--- config.mk ---
export PLATFORM = sky130hd
export DESIGN_NAME = enemy_sprite_ctrl_flat
export DESIGN_NICKNAME = d
export VERILOG_FILES = /design/src/rtl/enemy_sprite_if.sv /design/src/rtl/enemy_sprite_ctrl.sv /design/src/flat_wrapper.sv
export SDC_FILE = /design/constraint.sdc
export NUM_CORES = 1
export LEC_CHECK = 0
export ABC_AREA = 0
export CAP_MARGIN = 5
export CORE_MARGIN = 2
export CORE_UTILIZATION = 50
export CTS_BUF_LIST = sky130_fd_sc_hd__clkbuf_8
export CTS_CLUSTER_SIZE = 8
export DETAILED_ROUTE_END_ITERATION = 6
export DONT_BUFFER_PORTS = 1
export SLEW_MARGIN = 10
export SYNTH_ARGS = -nofsm -noshare
export SYNTH_HDL_FRONTEND = slang
export SYNTH_SLANG_ARGS = --single-unit
--- constraint.sdc ---
create_clock -name clk -period 5.3 [get_ports clk]
set_clock_uncertainty 0.1 [all_clocks]
set_input_delay 0.53 -clock clk [delete_from_list [all_inputs] [get_ports clk]]
set_output_delay 0.53 -clock clk [all_outputs]
set_load 0.02 [all_outputs]
--- src/rtl/enemy_sprite_if.sv ---
// Event/sprite bundle between the physics logic and the enemy sprite controller.
interface enemy_sprite_if;
    logic        clk_walk_anim;
    logic        initial_show;
    logic        collapsion_impulse;
    logic        press_impulse;
    logic        kick_dir;
    logic [5:0]  id;
    logic        oriental;
    logic [10:0] w;
    logic [10:0] h;
    logic        shell;
    logic        shell_anim;
    logic        moving;
    logic        stomp_pulse;

    modport slave (
        input  clk_walk_anim, initial_show, collapsion_impulse, press_impulse, kick_dir,
        output id, oriental, w, h, shell, shell_anim, moving, stomp_pulse
    );

    modport master (
        output clk_walk_anim, initial_show, collapsion_impulse, press_impulse, kick_dir,
        input  id, oriental, w, h, shell, shell_anim, moving, stomp_pulse
    );
endinterface

--- src/rtl/enemy_sprite_ctrl.sv ---
// Walking-enemy sprite controller: turns toggle events into sprite id, facing and shell flags.
//
// state        | meaning
// -------------+-------------------------------------------------------------
// S_HIDDEN     | not spawned, id shows ID_NULL, all events ignored
// S_WALK       | walking, ticks animate, collisions flip facing
// S_SHELL_IDLE | stomped shell at rest, ticks count towards revival
// S_SHELL_SLIDE| kicked shell sliding, ticks spin, collisions flip facing
// S_WAKING     | shell about to revive, ticks blink between shell and walker
module enemy_sprite_ctrl #(
    parameter int WALK_FRAMES  = 2,
    parameter int SHELL_FRAMES = 4,
    parameter int ID_WALK_L    = 32,
    parameter int ID_WALK_R    = 34,
    parameter int ID_SHELL     = 21,
    parameter int ID_NULL      = 63,
    parameter int REVIVE_TICKS = 8,
    parameter int WAKE_TICKS   = 4
) (
    input logic            clk,
    input logic            rstn,
    enemy_sprite_if.slave  bus
);

    localparam logic [2:0] S_HIDDEN      = 3'd0;
    localparam logic [2:0] S_WALK        = 3'd1;
    localparam logic [2:0] S_SHELL_IDLE  = 3'd2;
    localparam logic [2:0] S_SHELL_SLIDE = 3'd3;
    localparam logic [2:0] S_WAKING      = 3'd4;

    localparam logic [2:0] WALK_LAST   = 3'(WALK_FRAMES - 1);
    localparam logic [2:0] SHELL_LAST  = 3'(SHELL_FRAMES - 1);
    localparam logic [7:0] REVIVE_CNT  = 8'(REVIVE_TICKS);
    localparam logic [7:0] WAKE_CNT    = 8'(WAKE_TICKS);

    // Object lookup sizes: walkers are one tile wide and a tile and a half tall, shells are square.
    localparam logic [10:0] OBJ_W      = 11'd16;
    localparam logic [10:0] WALK_H     = 11'd24;
    localparam logic [10:0] SHELL_H    = 11'd16;

    logic [2:0] state_q, state_d;
    logic       oriental_q, oriental_d;
    logic [2:0] walk_frame_q, walk_frame_d;
    logic [2:0] shell_frame_q, shell_frame_d;
    logic [7:0] counter_q, counter_d;
    logic       blink_q, blink_d;
    logic       stomp_q, stomp_d;
    logic       tick_prev_q, col_prev_q, press_prev_q;

    logic       tick_ev, col_ev, press_ev;
    logic [7:0] counter_inc;

    assign tick_ev     = bus.clk_walk_anim != tick_prev_q;
    assign col_ev      = bus.collapsion_impulse != col_prev_q;
    assign press_ev    = bus.press_impulse != press_prev_q;
    assign counter_inc = counter_q + 8'd1;

    // Next-state logic; despawn overrides every event, press overrides tick effects.
    always_comb begin
        state_d       = state_q;
        oriental_d    = oriental_q;
        walk_frame_d  = walk_frame_q;
        shell_frame_d = shell_frame_q;
        counter_d     = counter_q;
        blink_d       = blink_q;
        stomp_d       = 1'b0;
        if (!bus.initial_show) begin
            state_d       = S_HIDDEN;
            oriental_d    = 1'b1;
            walk_frame_d  = 3'd0;
            shell_frame_d = 3'd0;
            counter_d     = 8'd0;
            blink_d       = 1'b0;
        end else begin
            case (state_q)
                S_HIDDEN: begin
                    state_d = S_WALK;
                end
                S_WALK: begin
                    if (col_ev) oriental_d = ~oriental_q;
                    if (press_ev) begin
                        state_d       = S_SHELL_IDLE;
                        counter_d     = 8'd0;
                        shell_frame_d = 3'd0;
                        stomp_d       = 1'b1;
                    end else if (tick_ev) begin
                        walk_frame_d = (walk_frame_q == WALK_LAST) ? 3'd0 : walk_frame_q + 3'd1;
                    end
                end
                S_SHELL_IDLE: begin
                    if (press_ev) begin
                        state_d    = S_SHELL_SLIDE;
                        oriental_d = bus.kick_dir;
                        stomp_d    = 1'b1;
                    end else if (tick_ev) begin
                        if (counter_inc == REVIVE_CNT) begin
                            state_d   = S_WAKING;
                            counter_d = 8'd0;
                            blink_d   = 1'b0;
                        end else begin
                            counter_d = counter_inc;
                        end
                    end
                end
                S_SHELL_SLIDE: begin
                    if (col_ev) oriental_d = ~oriental_q;
                    if (press_ev) begin
                        state_d       = S_SHELL_IDLE;
                        counter_d     = 8'd0;
                        shell_frame_d = 3'd0;
                        stomp_d       = 1'b1;
                    end else if (tick_ev) begin
                        shell_frame_d = (shell_frame_q == SHELL_LAST) ? 3'd0 : shell_frame_q + 3'd1;
                    end
                end
                S_WAKING: begin
                    if (press_ev) begin
                        state_d       = S_SHELL_IDLE;
                        counter_d     = 8'd0;
                        shell_frame_d = 3'd0;
                        blink_d       = 1'b0;
                        stomp_d       = 1'b1;
                    end else if (tick_ev) begin
                        blink_d = ~blink_q;
                        if (counter_inc == WAKE_CNT) begin
                            state_d      = S_WALK;
                            walk_frame_d = 3'd0;
                            counter_d    = 8'd0;
                            blink_d      = 1'b0;
                        end else begin
                            counter_d = counter_inc;
                        end
                    end
                end
                default: begin
                    state_d = S_HIDDEN;
                end
            endcase
        end
    end

    // State registers; reset captures current input levels so release creates no events.
    always_ff @(posedge clk) begin
        if (!rstn) begin
            state_q       <= S_HIDDEN;
            oriental_q    <= 1'b1;
            walk_frame_q  <= 3'd0;
            shell_frame_q <= 3'd0;
            counter_q     <= 8'd0;
            blink_q       <= 1'b0;
            stomp_q       <= 1'b0;
        end else begin
            state_q       <= state_d;
            oriental_q    <= oriental_d;
            walk_frame_q  <= walk_frame_d;
            shell_frame_q <= shell_frame_d;
            counter_q     <= counter_d;
            blink_q       <= blink_d;
            stomp_q       <= stomp_d;
        end
        tick_prev_q  <= bus.clk_walk_anim;
        col_prev_q   <= bus.collapsion_impulse;
        press_prev_q <= bus.press_impulse;
    end

    logic [5:0]  walk_base;
    logic [5:0]  id_c;
    logic [31:0] id_ext;

    assign walk_base = oriental_q ? 6'(ID_WALK_L) : 6'(ID_WALK_R);
    assign id_ext    = {26'd0, id_c};

    // Sprite id from registered state.
    always_comb begin
        id_c = 6'(ID_NULL);
        case (state_q)
            S_WALK:        id_c = walk_base + {3'd0, walk_frame_q};
            S_SHELL_IDLE:  id_c = 6'(ID_SHELL);
            S_SHELL_SLIDE: id_c = 6'(ID_SHELL) + {3'd0, shell_frame_q};
            S_WAKING:      id_c = blink_q ? walk_base : 6'(ID_SHELL);
            default:       id_c = 6'(ID_NULL);
        endcase
    end

    // Object lookup of the displayed id; unknown ids and the null id are zero-sized.
    always_comb begin
        bus.w = 11'd0;
        bus.h = 11'd0;
        if (id_ext == 32'(ID_NULL)) begin
            bus.w = 11'd0;
            bus.h = 11'd0;
        end else if (id_ext >= 32'(ID_SHELL) && id_ext < 32'(ID_SHELL + SHELL_FRAMES)) begin
            bus.w = OBJ_W;
            bus.h = SHELL_H;
        end else if ((id_ext >= 32'(ID_WALK_L) && id_ext < 32'(ID_WALK_L + WALK_FRAMES)) ||
                     (id_ext >= 32'(ID_WALK_R) && id_ext < 32'(ID_WALK_R + WALK_FRAMES))) begin
            bus.w = OBJ_W;
            bus.h = WALK_H;
        end
    end

    assign bus.id          = id_c;
    assign bus.oriental    = oriental_q;
    assign bus.shell       = (state_q == S_SHELL_IDLE) || (state_q == S_SHELL_SLIDE) || (state_q == S_WAKING);
    assign bus.shell_anim  = (state_q == S_SHELL_SLIDE);
    assign bus.moving      = (state_q == S_WALK) || (state_q == S_SHELL_SLIDE);
    assign bus.stomp_pulse = stomp_q;

endmodule

--- src/flat_wrapper.sv ---
// flat-port wrapper written by rule: the top's interface ports become plain ports
module enemy_sprite_ctrl_flat 
#(
    parameter int WALK_FRAMES  = 2,
    parameter int SHELL_FRAMES = 4,
    parameter int ID_WALK_L    = 32,
    parameter int ID_WALK_R    = 34,
    parameter int ID_SHELL     = 21,
    parameter int ID_NULL      = 63,
    parameter int REVIVE_TICKS = 8,
    parameter int WAKE_TICKS   = 4
)
  (clk, rstn, bus_clk_walk_anim, bus_initial_show, bus_collapsion_impulse, bus_press_impulse, bus_kick_dir, bus_id, bus_oriental, bus_w, bus_h, bus_shell, bus_shell_anim, bus_moving, bus_stomp_pulse);
  enemy_sprite_if bus_i ();
  input logic clk;
  input logic rstn;
  input wire logic [$bits(bus_i.clk_walk_anim)-1:0] bus_clk_walk_anim;
  input wire logic [$bits(bus_i.initial_show)-1:0] bus_initial_show;
  input wire logic [$bits(bus_i.collapsion_impulse)-1:0] bus_collapsion_impulse;
  input wire logic [$bits(bus_i.press_impulse)-1:0] bus_press_impulse;
  input wire logic [$bits(bus_i.kick_dir)-1:0] bus_kick_dir;
  output wire logic [$bits(bus_i.id)-1:0] bus_id;
  output wire logic [$bits(bus_i.oriental)-1:0] bus_oriental;
  output wire logic [$bits(bus_i.w)-1:0] bus_w;
  output wire logic [$bits(bus_i.h)-1:0] bus_h;
  output wire logic [$bits(bus_i.shell)-1:0] bus_shell;
  output wire logic [$bits(bus_i.shell_anim)-1:0] bus_shell_anim;
  output wire logic [$bits(bus_i.moving)-1:0] bus_moving;
  output wire logic [$bits(bus_i.stomp_pulse)-1:0] bus_stomp_pulse;
  assign bus_i.clk_walk_anim = bus_clk_walk_anim;
  assign bus_i.initial_show = bus_initial_show;
  assign bus_i.collapsion_impulse = bus_collapsion_impulse;
  assign bus_i.press_impulse = bus_press_impulse;
  assign bus_i.kick_dir = bus_kick_dir;
  assign bus_id = bus_i.id;
  assign bus_oriental = bus_i.oriental;
  assign bus_w = bus_i.w;
  assign bus_h = bus_i.h;
  assign bus_shell = bus_i.shell;
  assign bus_shell_anim = bus_i.shell_anim;
  assign bus_moving = bus_i.moving;
  assign bus_stomp_pulse = bus_i.stomp_pulse;
  enemy_sprite_ctrl #(.WALK_FRAMES(WALK_FRAMES), .SHELL_FRAMES(SHELL_FRAMES), .ID_WALK_L(ID_WALK_L), .ID_WALK_R(ID_WALK_R), .ID_SHELL(ID_SHELL), .ID_NULL(ID_NULL), .REVIVE_TICKS(REVIVE_TICKS), .WAKE_TICKS(WAKE_TICKS)) u_core (.clk(clk), .rstn(rstn), .bus(bus_i));
endmodule
## Word-level counts from Yosys, hierarchy flattened

Cells that the tools add are included.

- Bits in registers: 23
- Bits of input ports: 7
- Output and inout bits: 33
- Logic and storage cells: 124

- Add/subtract/negate cells: 5
- Magnitude comparators: 6
- Equal/unequal tests: 29
- Multiplexer cells: 48
- Bitwise operators: 2
- Reductions and logical operators: 24

Operators by type and width:

| kind | count |
|---|---|
| $mux 8 | 7 |
| $mux 3 | 17 |
| $mux 11 | 4 |
| $pmux 6 s4 | 1 |
| $pmux 8 s3 | 1 |
| $ne 2x1->1 const B | 9 |
| $ne 3x1->1 const B | 5 |
| $reduce_and 5->1 | 3 |
| $ge 6x6->1 const B | 2 |
| $lt 6x6->1 const B | 2 |
| $pmux 3 s2 | 2 |
| $pmux 3 s4 | 1 |
| $mux 5 | 2 |
| $eq 3x2->1 const B | 3 |
| $mux 1 | 9 |
| $reduce_and 3->1 | 3 |
| $add 8x1->8 const B | 1 |
| $eq 8x3->1 const B | 1 |
| $eq 8x4->1 const B | 1 |
| $reduce_bool 2->1 | 4 |
| $add 3x1->3 const B | 2 |
| $add 5x3->6 const A | 1 |
| $add 6x3->6 | 1 |
| $eq 3x1->1 const B | 2 |
| 18 further kinds | 30 |

## Logic depth before layout (Yosys ltp)

Gate-level depths: netlist of run 1.

- Word-level depth: 9
- Mapped depth: 10
- Depth with buffers taken out: 8

## Worst setup path before layout of run 1

OpenSTA, ideal clock, no wires.

- Path kind: reg2out
- Start point: reg u_core.oriental_q, in the netlist u_core.bus.oriental
- End point: out bus_w[4]
- Data arrival time: 2.356 ns
- Data required time: 4.670 ns
- Slack: 2.314 ns
- Cell stages (with the launch flop): 10
- Path buffers: 1
- Cell sequence: dfxtp_1 > inv_1 > ha_1 > ha_1 > mux2i_1 > a21oi_1 > nor4b_1 > a31oi_1 > o21bai_1 > buf_4

- Longest elaborated chain between the ends: 9
- Elaborated cells on any way between the ends: 18
- Classes of those cells: add/sub: 1; order compare: 6; eq/ne: 1; mux: 6; reduce/logical: 4

Ends and longest elaborated chain:

| what | RTL line | source |
|---|---|---|
| start: declaration | enemy_sprite_ctrl.sv:42 | `logic oriental_q, oriental_d;` |
| start signal: assignment | enemy_sprite_ctrl.sv:154 | `oriental_q <= oriental_d;` |
| $mux 2 * | enemy_sprite_ctrl.sv:170 | `assign walk_base = oriental_q ? 6'(ID_WALK_L) : 6'(ID_WALK_R);` |
| $add 6x3->6 * | enemy_sprite_ctrl.sv:177 | `S_WALK: id_c = walk_base + {3'd0, walk_frame_q};` |
| $pmux 6 s4 * | enemy_sprite_ctrl.sv:176 | `case (state_q)` |
| via bus_id[2] | flat_wrapper.sv:22 | `output wire logic [$bits(bus_i.id)-1:0] bus_id;` |
| $ge 6x6->1, or another cell as far along | enemy_sprite_ctrl.sv:195 | `end else if ((id_ext >= 32'(ID_WALK_L) && id_ext < 32'(ID_WALK_L + WALK_FRAMES)) \|\|` |
| $logic_and 1x1->1, on equally long branches | enemy_sprite_ctrl.sv:195, enemy_sprite_ctrl.sv:196 |  |
| $logic_or 1x1->1 | enemy_sprite_ctrl.sv:195 |  |
| $mux 5 | enemy_sprite_ctrl.sv:195 |  |
| $mux 11 | enemy_sprite_ctrl.sv:192 | `end else if (id_ext >= 32'(ID_SHELL) && id_ext < 32'(ID_SHELL + SHELL_FRAMES)) begin` |
| $mux 11 * | enemy_sprite_ctrl.sv:189 | `if (id_ext == 32'(ID_NULL)) begin` |
| end: declaration | flat_wrapper.sv:24 | `output wire logic [$bits(bus_i.w)-1:0] bus_w;` |

Mark *: on every way through the listed nets, which the timed path passes. The rest lies on a longest branch.

## Worst setup path after layout of run 1

- Start point: reg u_core.state_q[2]
- End point: out bus_h[4]

- Longest elaborated chain between the ends: 8
- Elaborated cells on any way between the ends: 19
- Classes of those cells: order compare: 6; eq/ne: 5; mux: 4; reduce/logical: 4

Ends and longest elaborated chain:

| what | RTL line | source |
|---|---|---|
| start: declaration | enemy_sprite_ctrl.sv:41 | `logic [2:0] state_q, state_d;` |
| start signal: assignment | enemy_sprite_ctrl.sv:153 | `state_q <= state_d;` |
| $eq 3x3->1, or another cell as far along | enemy_sprite_ctrl.sv:176 |  |
| $pmux 6 s4 * | enemy_sprite_ctrl.sv:176 |  |
| via bus_id[0] | flat_wrapper.sv:22 |  |
| $ge 6x6->1, or another cell as far along | enemy_sprite_ctrl.sv:195 |  |
| $logic_and 1x1->1, on equally long branches | enemy_sprite_ctrl.sv:195, enemy_sprite_ctrl.sv:196 |  |
| $logic_or 1x1->1 | enemy_sprite_ctrl.sv:195 |  |
| $mux 5 | enemy_sprite_ctrl.sv:195 |  |
| $mux 11 | enemy_sprite_ctrl.sv:192 |  |
| $mux 11 * | enemy_sprite_ctrl.sv:189 |  |
| end: declaration | flat_wrapper.sv:25 | `output wire logic [$bits(bus_i.h)-1:0] bus_h;` |

Marks and branches as above.

==> results of run 1 <==
==> worst paths after layout <==
path / depth (start not counted) / to / start
min reg2reg: 2 / u_core.shell_frame_q[1]$_SDFFE_PN0P_ / u_core.shell_frame_q[1]$_SDFFE_PN0P_
max: 6 / bus_h[4] / u_core.state_q[2]$_SDFFE_PN0P_
max reg2reg: 6 / u_core.counter_q[5]$_SDFFE_PN0P_ / u_core.state_q[1]$_SDFFE_PN0P_
min: 0 / u_core.tick_prev_q$_DFF_P_ / bus_clk_walk_anim
==> kinds of logic after synthesis <==
kind of cell,Yosys count,synth area share [%]
AND/OR/NAND/NOR,74,22.30
AO/OA/AOI/OAI,72,27.16
buffers and inverters,41,13.29
flip-flops,23,26.30
XOR/XNOR,7,3.503
adder cells (fa/ha/maj),6,4.289
multiplexers,5,2.931
other,1,0.2142
==> worst max-delay path, delay by kind of cell, from the launching register on <==
family / cells / cell delay [ns]
buf+inv: 1 / 0.26
compound gates: 3 / 1.25
flops: 1 / 0.61
simple gates: 2 / 0.56
==> sequential cells by signal (all words and copies together) (netlist names) <==
register	count
u_core.state_q	3
u_core.blink_q	1
u_core.bus.oriental	1
u_core.shell_frame_q	3
u_core.press_prev_q	1
u_core.col_prev_q	1
u_core.bus.stomp_pulse	1
u_core.walk_frame_q	3
u_core.counter_q	8
u_core.tick_prev_q	1
==> layout by cell type, fill, tap and decap left out, drive strengths merged, types with 2 or more instances in the layout <==
| cell type | instances |
|---|---|
| o21bai | 2 |
| nor4b | 2 |
| xor2 | 4 |
| a2111oi | 2 |
| nand3 | 8 |
| and2 | 5 |
| nor2b | 4 |
| clkbuf | 3 |
| o21a | 5 |
| o22ai | 4 |
| o31ai | 4 |
| a31oi | 4 |
| a211o | 2 |
| dfxtp | 23 |
| or3 | 2 |
| and3 | 4 |
| nor2 | 10 |
| nor3 | 6 |
| nand4 | 3 |
| nand2 | 22 |
| xnor2 | 3 |
| a21boi | 2 |
| conb | 19 |
| a211oi | 3 |
| a21oi | 20 |
| inv | 8 |
| a21o | 2 |
| nand2b | 3 |
| ha | 6 |
| o21ai | 13 |
| mux2i | 4 |
==> through the flow <==
step | hold WS, ns | utilization (%) | setup WS (ns)
2_1_floorplan | 0.3461 | - | 2.314
3_3_place_gp | 0.3673 | 50.47 | 2.131
3_5_place_dp | 0.3781 | 50.47 | 2.051
4_1_cts | 0.1689 | 51.93 | 1.727
5_1_grt | 0.1564 | 51.93 | 1.548
6_report | 0.1748 | 51.93 | 1.717
==> power by group <==
group          total (uW)  internal (uW)  switching [uW]  leakage, uW
Clock                 113           53.2            60.1    0.0000217
Combinational        78.7           18.6            60.1     0.000419
Sequential            182            176            5.90     0.000187
Total                 374            248             126     0.000627
==> layer usage <==
metal,vias up,routed length [microns],GRT usage [%],share of wire (%)
met5,-,0,0,0
met2,44,1861,33.64,47
met4,0,51,7.065,1.3
met3,4,207,3.393,5.2
li1,772,-,-,-
met1,728,1842,25.06,46
==> layout make-up <==
| class | count | area [sq um] |
|---|---|---|
| tap | 46 | 57.56 |
| clock inverter | 1 | 7.507 |
| clock buffer | 3 | 41.29 |
| fill | 338 | 1604 |
| inverter | 9 | 33.78 |
| sequential | 23 | 460.4 |
| timing repair buffer | 1 | 7.507 |
| multi-input combinational | 183 | 1125 |
==> results.cfg, run 1 <==
[logic_synthesis]
synth_top_cells_by_count = dfxtp_1 (23), nand2_1 (22), a21oi_1 (20), buf_4 (20), o21ai_0 (13)
yosysWarningCount = 0
synth.yosys.seq_area_share_pct = 26.30
postSynthRegisterBits = 23
netlist_top_cells_area = dfxtp_1 (26%), buf_4 (8.6%), a21oi_1 (5.7%)
async_flop_share_pct = 0
synth_cell_types = 55
average_cell_area_after_synthesis_sq_um = 7.644
postSynthCellCount = 229
yosys.cell_count.top_type = dfxtp_1
yosys.area.top_type_share_pct = 26.30
netlist.top_cell.by_area = dfxtp_1
synthesized_cell_area_sq_um = 1750
main_synth_ff_type = dfxtp_1
synth_edf_count = 0

[timing]
grt_setup_unrepaired = no
hold_vio_cnt_final = 0
maxSlewViolCount = 0
setup_tns_ns = 0
max-slew-margin-rel_pct = 46.81
worstMarginPinSlew_ns = 0.7962
max_freq_mhz = 279.1
post_route_minimum_period_ns = 3.583
setup_violations = 0
final.period_utilization_pct = 67.60

[routing]
detail-route-antenna-nets = 0
detail_route.wirelength_microns = 3962
detailedRoute.firstIterationViolations = 103
routed-via-count = 1548
route.detailed.wl_per_inst_microns = 14.89
detail_route.drc_violations = 0
drt_pass1_iterations = 4
via_per_inst = 5.820

[clock_tree]
clk_root_buffer_cell = clkbuf_8
inserted_clock_buffers = 3
worst_setup_hold_path_clk_slew_ns = 0.10
holdBufCountCts = 0
numClockSinks = 23
gates_resized_cts_repair = 0
tritoncts = done
htree_levels = 1
postCtsSetupRepairBufs = 0
clock_path_buffers = 2
clock_insertion_delay_worst_skew_ns = 0.27

[worst_setup_path]
timing.critical_path.slowest_cell_delay_ns = 0.66
worst-path-max-fanout = 16
worstPathArrival_ns = 2.95
worst-setup-path-type = reg2out
worst-r2r-setup-slack_ns = 2.67
critical_path.cell_chain = nand2b_1, inv_1, a21oi_1, or2_2, a31oi_1, o21bai_1
worst_path_max_delay_cell = o21bai_1
sort_of_element_at_the_end_of_the_critical_path = output port
setup.worst_path.start_class = flip-flop
worstPathRequired_ns = 4.67

[placed_design]
detailed_place_hpwl_microns = 2927
routabilityCongestion = 0.8441
post-place-cells = 262
port_buffers = 0
placement.cell_area_sq_um = 1684

[finish]
final_area_sq_um = 1733
insertedDiodeCount = 0
drive_above_1_share_pct = 5.455
finish.cell_count_without_fillers = 266
design.final.nets = 234
area_delta_synth_final_pct = -1.001

[floorplanning]
start_util_pct = 52.46
fp.dieArea_sq_um = 3990
die_x_microns = 63.17
placementRows = 21
die_h_microns = 63.17
fp.coreArea_sq_um = 3337
boundaryPins = 40

[power]
total_power_uw = 374.0
power-per-cell-area_nw_per_um2 = 215.8
ir_drop_mv = 0.1130
power.leakage_uw = 0.0006273

[global_routing]
first_pass_grt_wire_length_microns = 6444
track_usage_pct = 19.75
grt_max_degree = 20
first_global_vias = 1399
grt_overflow_total = 0
antenna_found_initial = 0

[min_path]
hold_path_class = in2reg

[status]
status = complete, no violations

[job]
drv_cap = 0
(Power assumes the default switching activity.)
==> run 2, diff against run 1 <==
--- a/config.mk
+++ b/config.mk
@@ -13,6 +13,7 @@
 export CTS_CLUSTER_SIZE = 8
 export DETAILED_ROUTE_END_ITERATION = 6
 export DONT_BUFFER_PORTS = 1
+export PLACE_DENSITY = 0.68
 export SLEW_MARGIN = 10
 export SYNTH_ARGS = -nofsm -noshare
 export SYNTH_HDL_FRONTEND = slang
==> constraint.sdc (replaced) <==
create_clock -name clk -period 3.11 [get_ports clk]
set_clock_uncertainty 0.1 [all_clocks]
set_input_delay 0.311 -clock clk [delete_from_list [all_inputs] [get_ports clk]]
set_output_delay 0.311 -clock clk [all_outputs]
set_load 0.02 [all_outputs]
==> run 2 against run 1 <==
Compared with the run above:
- global-route usage up 0.12 points
- first-iteration DRC count down 30%
- register-to-register slack worse by 2.1 ns
- core utilization up 2.0 points
- non-clock buffer count up 8
- design area up 3.9%
- critical path depth up 4
- worst hold slack better by 0.042 ns
- setup slack worse by 1.5 ns
- via count up 2.3%
- sequential power up 70%
- cell count up 3.0%
- critical path type unchanged
- critical endpoint unchanged
- largest cell class unchanged
- largest power group unchanged
- highest routed layer unchanged
==> results.cfg, run 2 (synthesis gave the netlist of run 1 again) <==
[job]
drv_cap = 0

[timing]
setup_tns_ns = 0
hold-worst-slack_ns = 0.2167
max_freq_mhz = 350.8
grt_setup_unrepaired = no
hold_vio_cnt_final = 0
max-slew-margin-rel_pct = 57.09
final.period_utilization_pct = 91.67
post_route_minimum_period_ns = 2.851
setup_violations = 0
worstMarginPinSlew_ns = 0.6428
maxSlewViolCount = 0

[worst_setup_path]
worst-path-max-fanout = 4
worst-setup-path-type = reg2out
sort_of_element_at_the_end_of_the_critical_path = output port
worstPathArrival_ns = 2.44
worstPathRequired_ns = 2.70
setup.worst_path.start_class = flip-flop

[clock_tree]
tritoncts = done
clock_path_buffers = 2
clock_insertion_delay_worst_skew_ns = 0.28
clk_root_buffer_cell = clkbuf_8
htree_levels = 1
postCtsSetupRepairBufs = 0
worst_setup_hold_path_clk_slew_ns = 0.09
inserted_clock_buffers = 3
numClockSinks = 23

[global_routing]
grt_max_degree = 20
grt_overflow_total = 0
first_global_vias = 1424
track_usage_pct = 19.87
first_pass_grt_wire_length_microns = 6472
antenna_found_initial = 0

[power]
power-per-cell-area_nw_per_um2 = 363.2
ir_drop_mv = 0.2816
power.leakage_uw = 0.0006612

[floorplanning]
start_util_pct = 52.46
die_h_microns = 63.17
fp.coreArea_sq_um = 3337
boundaryPins = 40
placementRows = 21
fp.dieArea_sq_um = 3990
die_x_microns = 63.17

[placed_design]
routabilityCongestion = 0.8706
detailed_place_hpwl_microns = 2730
port_buffers = 0

[routing]
detail_route.drc_violations = 0
route.detailed.wl_per_inst_microns = 13.86
detail-route-antenna-nets = 0
via_per_inst = 5.777
detail_route.wirelength_microns = 3797
detailedRoute.firstIterationViolations = 72
drt_pass1_iterations = 4
routed-via-count = 1583

[finish]
insertedDiodeCount = 0
area_delta_synth_final_pct = 2.859
design.final.nets = 242
mostFrequentLayoutCell = dfxtp_1
largest-register = u_core.counter_q
largest_register_ff_count = 8
drive_above_1_share_pct = 7.895
mostFrequentLayoutCells = dfxtp_1 (23), nand2_1 (22), a21oi_1 (20)

[status]
status = complete, no violations

[min_path]
hold_path_class = in2reg
[run 2: cell types whose count changed in the layout (fill, tap and decap cells not counted)]
cell	change
dlygate4sd3_1	+3
buf_4	+5
inv_1	-1
inv_2	+1
[run 2: path summary, 6_finish.rpt]
check	startpoint	endpoint	slack, ns	cells after the start
worst max register to register	u_core.state_q[1]$_SDFFE_PN0P_	u_core.counter_q[5]$_SDFFE_PN0P_	0.53	7
worst max-delay path	u_core.bus.oriental$_SDFFE_PN1P_	bus_h[4]	0.26	10
worst min-delay path	bus_kick_dir	u_core.bus.oriental$_SDFFE_PN1P_	0.22	2
worst min register to register	u_core.counter_q[7]$_SDFFE_PN0P_	u_core.counter_q[7]$_SDFFE_PN0P_	0.38	2
[run 2: cell type report]
class / count / area [sq um]
flip-flops and latches: 23 / 460.4
repair buffers: 9 / 75.07
well taps: 46 / 57.56
multi-input cells: 183 / 1125
clock buffers: 3 / 41.29
clock inverters: 1 / 7.507
fillers: 334 / 1536
inverters: 9 / 33.78
[run 2: timing repair]
item                       4_1_cts  5_1_grt
hold endpoints to repair         3        0
hold buffers                     3        0
setup endpoints to repair        0        2
gates resized for setup          0        1
[run 2: critical path: stages (launching register included)]
cell and delay (ns):
dfxtp_1 0.49, inv_1 0.10, ha_1 0.21, ha_1 0.30
mux2i_1 0.13, a21oi_1 0.08, buf_4 0.17, nor4b_1 0.30
a31oi_1 0.07, o21bai_1 0.13, buf_4 0.19
[run 2: metrics by stage]
| step | setup slack, ns | power, uW | util, % | std cells | area, sq um |
|---|---|---|---|---|---|
| 3_3_place_gp | 0.5739 | 456.9 | 51.59 | 267 | 1722 |
| 2_1_floorplan | 0.3431 | 448.3 | - | 247 | 1818 |
| 4_1_cts | 0.2091 | 661.8 | 53.96 | 274 | 1800 |
| 3_5_place_dp | 0.5525 | 457.4 | 51.59 | 267 | 1722 |
| 5_1_grt | 0.01847 | 687.1 | 53.96 | 274 | 1800 |
| 6_report | 0.2592 | 653.9 | 53.96 | 274 | 1800 |
[run 2: metal layers]
layer	vias to the layer above	GRT usage [%]	routed length, microns
met3	3	3.750	235
li1	787	-	-
met1	739	27.62	1766
met2	54	31.91	1779
met4	0	4.620	16
met5	-	0	0
[run 2: where the power goes]
group          switching, uW  leakage, uW  internal, uW
Combinational            105     0.000453          40.7
Sequential              10.2     0.000187           300
Clock                    107    0.0000217          91.0
